--- src/rtl/dsp_capture_monitor.sv ---
// Capture monitor beside the DSP: snapshots the stereo DAC output and packed voice
// state on each rising edge of idle into a first-word fall-through FIFO.
module dsp_capture_monitor #(
  parameter int SAMPLE_W   = 16,
  parameter int NUM_VOICES = 8,
  parameter int STATE_W    = 4,
  parameter int DEPTH      = 64
) (
  input  logic                                          clock,
  input  logic                                          reset,
  input  logic                                          idle,
  input  logic signed [SAMPLE_W-1:0]                    dac_out_l,
  input  logic signed [SAMPLE_W-1:0]                    dac_out_r,
  input  logic [NUM_VOICES*STATE_W-1:0]                 voice_states,
  input  logic [1:0]                                    mode,
  input  logic                                          arm,
  input  logic                                          disarm,
  input  logic                                          rd_en,
  output logic                                          rd_valid,
  output logic [2*SAMPLE_W+NUM_VOICES*STATE_W-1:0]      rd_data,
  output logic [$clog2(DEPTH+1)-1:0]                    count,
  output logic                                          overflow,
  output logic                                          triggered,
  output logic                                          done
);

  localparam int DW = 2*SAMPLE_W + NUM_VOICES*STATE_W;
  localparam int CW = $clog2(DEPTH+1);
  localparam int PW = $clog2(DEPTH);
  localparam logic [CW-1:0] FULL_CNT = CW'(DEPTH);

  typedef enum logic [1:0] {OFF, WAIT_TRIG, CAPTURE, DONE} state_t;

  state_t          state_reg;
  logic            oneshot_reg;
  logic            idle_q;
  logic [PW-1:0]   wr_ptr_reg;
  logic [PW-1:0]   rd_ptr_reg;
  logic [CW-1:0]   count_reg;
  logic [CW-1:0]   count_next;
  logic            overflow_reg;
  logic            triggered_reg;
  logic            done_reg;
  logic [DW-1:0]   mem [DEPTH];

  logic cap_event;
  logic push_req;
  logic trig_hit;
  logic full;
  logic pop;
  logic push;
  logic drop;

  assign cap_event = idle & ~idle_q;
  assign full      = (count_reg == FULL_CNT);
  // arm flushes the FIFO in the same cycle, so any pop request is moot then
  assign pop       = rd_en && (count_reg != '0) && !arm;
  assign push      = push_req && (!full || pop);
  assign drop      = push_req && full && !pop;

  always_comb begin
    push_req = 1'b0;
    trig_hit = 1'b0;
    if (cap_event && !arm && !disarm) begin
      case (state_reg)
        WAIT_TRIG: begin
          if (dac_out_l != '0 || dac_out_r != '0) begin
            push_req = 1'b1;
            trig_hit = 1'b1;
          end
        end
        CAPTURE: push_req = 1'b1;
        default: ;
      endcase
    end
  end

  always_comb begin
    count_next = count_reg;
    if (push && !pop)
      count_next = count_reg + 1'b1;
    else if (!push && pop)
      count_next = count_reg - 1'b1;
  end

  always_ff @(posedge clock or posedge reset) begin
    if (reset) begin
      state_reg     <= OFF;
      oneshot_reg   <= 1'b0;
      idle_q        <= 1'b1;
      wr_ptr_reg    <= '0;
      rd_ptr_reg    <= '0;
      count_reg     <= '0;
      overflow_reg  <= 1'b0;
      triggered_reg <= 1'b0;
      done_reg      <= 1'b0;
    end else begin
      idle_q <= idle;
      if (arm) begin
        wr_ptr_reg    <= '0;
        rd_ptr_reg    <= '0;
        count_reg     <= '0;
        overflow_reg  <= 1'b0;
        triggered_reg <= 1'b0;
        done_reg      <= 1'b0;
        oneshot_reg   <= (mode == 2'd1);
        state_reg     <= (mode == 2'd2) ? WAIT_TRIG : CAPTURE;
      end else begin
        if (push) wr_ptr_reg <= wr_ptr_reg + 1'b1;
        if (pop)  rd_ptr_reg <= rd_ptr_reg + 1'b1;
        count_reg <= count_next;
        if (drop) overflow_reg <= 1'b1;
        // the trigger sample itself is the first entry of a one-shot capture
        if (trig_hit) begin
          triggered_reg <= 1'b1;
          oneshot_reg   <= 1'b1;
          state_reg     <= CAPTURE;
        end
        if (disarm) begin
          state_reg <= OFF;
          done_reg  <= 1'b0;
        end else if (state_reg == CAPTURE && oneshot_reg && push && count_next == FULL_CNT) begin
          state_reg <= DONE;
          done_reg  <= 1'b1;
        end
      end
    end
  end

  always_ff @(posedge clock) begin
    if (push)
      mem[wr_ptr_reg] <= {voice_states, dac_out_l, dac_out_r};
  end

  assign rd_valid  = (count_reg != '0);
  assign rd_data   = (count_reg != '0) ? mem[rd_ptr_reg] : '0;
  assign count     = count_reg;
  assign overflow  = overflow_reg;
  assign triggered = triggered_reg;
  assign done      = done_reg;

endmodule

--- config.mk ---
export PLATFORM = sky130hd
export DESIGN_NAME = dsp_capture_monitor
export DESIGN_NICKNAME = d
export VERILOG_FILES = /design/src/rtl/dsp_capture_monitor.sv
export SDC_FILE = /design/constraint.sdc
export NUM_CORES = 2
export LEC_CHECK = 0
export CAP_MARGIN = 30
export CORE_UTILIZATION = 62
export CTS_CLUSTER_DIAMETER = 60
export DETAILED_ROUTE_END_ITERATION = 10
export PLACE_DENSITY_LB_ADDON = 0.3
export SETUP_SLACK_MARGIN = 0.4
export SLEW_MARGIN = 25
export SYNTH_ARGS = -nofsm -noshare
export SYNTH_HDL_FRONTEND = slang
export SYNTH_SLANG_ARGS = --single-unit
--- constraint.sdc ---
create_clock -name clock -period 7.5 [get_ports clock]
set_input_delay 1.5 -clock clock [delete_from_list [all_inputs] [get_ports clock]]
set_output_delay 1.5 -clock clock [all_outputs]
set_load 0.01 [all_outputs]
==> metrics.cfg <==
[cts]
clockBufferDepth=4
cts_tree=done
clk_pin_slew_ps=60
cts_setup_buffers=0
numCtsBuffers=409
postCtsResizedCells=0
cts_sinks=4122
clk_latency_ps=1000
cts-htree-levels=5
clockRootBuffer=clkbuf_16
postCtsHoldBufs=0

[timing]
skew_ps=72.6
timing.hold.ws_ps=489
fmax_mhz=146
slew_violations=0
slew_headroom_pct=26.0
layout_min_cycle_time_ps=6860
fin_setup_tns_ps=0
finalHoldViolCount=0
period_share_pct=91.5
rsz0062_at_grt=no
worst_slew_pin_slew_ps=1110
finalSetupViolCount=0

[logic_synthesis]
ys_top_cells_by_count=4096 x edfxtp_1, 1344 x mux4_2, 183 x clkbuf_1, 100 x nor2_1, 77 x buf_1
synth.area.top_cells=edfxtp_1 78%, mux4_2 19%, clkbuf_1 0.44%, dfrtp_1 0.40%, and2_1 0.27%
syn-mean-instance-area_um2=25.8
yosysMostFrequentCell=edfxtp_1
ys_types=46
synth_area_mm2=0.157
synthCells=6079
yosys.area.top_type=edfxtp_1
synth-seq-cells=4122
synth_edf_count=4096
yosysWarnings=0
syn-num-nets=6157
synthArstFlopShare_pct=0.631
synth-main-ff-cell=edfxtp_1
yosysTopAreaCellShare_pct=78.4
ys_seq_area_share_pct=78.8

[layout]
largest_reg_flops=4096
drive_gt1_share_pct=33.5
fin_cells=10300
design_area_mm2=0.177
area_growth_pct=13.0
nets=6671

[floorplanning]
die_area_mm2=0.255
die_w_um=505
dieHeight_um=505
core_area_mm2=0.251
rows=184
boundaryPins=147
initial_core_util_pct=62.4

[grt]
antenna_found_initial=39
grt_max_degree=92
gr-total-overflow=0
gr-usage-all-layers_pct=35.4
grt_pass1_vias=78300
grt_pass1_wl_um=616000

[drt]
drt-total-wl_um=442000
first_pass_iters=9
route.detailed.drc=60
ant_nets=0
post_drt_wl_per_cell_um=43.1
vias=75700
routed_via_density=7.38
drt_iter0_markers=13000

[setup_path]
crit_path_end_kind=primary output
worstSetupPathType=reg -> out
worst_ep_arrival_time_ps=5360
worstPathRequired_ps=6000
startpoint_type=flop
worst-path-max-fanout=27

[power_and_ir_drop]
leakagePower_uw=0.0531
power_density_mw_per_mm2=296
vdd_ir_drop_max_mv=0.360

[place]
place_area_mm2=0.164
place.gp.congestion=0.816
place_hpwl_um=209000
port_buffers=146
dp.cells=9527

[outcome]
status=finished, violations left
violations=DRC

[run]
maxCapViolCount=0

[hold_path]
hold_path.class=reg -> reg

per-stage QoR:
stage                     utilization, %  total power [uW]  setup slack (ps)
after global placement              65.4             32700              1100
after CTS                           70.4             52600               596
after global routing                70.5             53500               557
after floorplan                        -             30000              1270
final                               70.5             52500               639
after detailed placement            65.4             32800              1520
final timing paths:
check                           cells after the start             to  slack (ps)     startpoint
worst max-delay path                                7     rd_data[6]         640  rd_ptr_reg[0]
worst min-delay path                                1      triggered         490      triggered
worst max register to register                     10    mem[41][51]        2990       count[0]
worst min register to register                      1      triggered         490      triggered
max in group asynchronous                           3  wr_ptr_reg[5]        6240          reset
min in group asynchronous                           3   state_reg[0]         900          reset
layout make-up:
cell class,instances,area [um^2]
clock inverters,235,2060
multi-input cells,1625,32300
fillers,13300,74200
well taps,3348,4190
inverters,11,41.3
diodes,23,57.6
flip-flops and latches,4122,124000
clock buffers,478,10600
repair buffers,424,4320
layer usage:
| metal | part of all wire [%] | track usage [%] | vias up |
|---|---|---|---|
| met2 | 49 | 57.0 | 6767 |
| met1 | 32 | 45.7 | 39900 |
| met5 | 0.031 | 0 | - |
| met3 | 12 | 7.63 | 1393 |
| met4 | 6.4 | 19.6 | 22 |
| li1 | - | - | 27700 |
power by group:
part           total (uW)  leakage (uW)  internal, uW  switching (uW)
clock network       20000       0.00622         11200            8800
logic                7060       0.00971          3390            3670
registers           25400        0.0371         25300            86.5
total               52500        0.0531         39900           12600
critical path, stage by stage, from the launching register on:
cell,delay (ps)
dfrtp_4,990
buf_12,330
buf_4,390
mux4_2,560
mux4_2,510
mux4_2,600
and2_1,340
clkdlybuf4s50_1,540
cell families (layout without fill, tap and decap cells):
logic type	count (synthesis)	count (layout)	synth area share [%]
flops	4122	4122	78.8
mux	1347	1347	19.3
buf+inv	332	1148	0.851
simple gates	233	233	0.742
compound gates	25	25	0.120
xor+xnor	14	14	0.0782
fa+ha+maj	6	6	0.0479
other cells	0	23	0
cell usage in the layout (no fill, tap or decap), types with 16 or more instances in the layout:
cell	count
and2_1	67
buf_12	74
buf_2	45
buf_4	202
bufinv_16	34
clkbuf_1	66
clkbuf_16	412
clkdlybuf4s50_1	99
clkinv_1	82
clkinv_2	91
dfrtp_1	19
diode_2	23
edfxtp_1	4096
mux4_2	1344
nand2_1	16
nor2_1	36
nor2_4	64
Power figures use the tool's default switching activity.
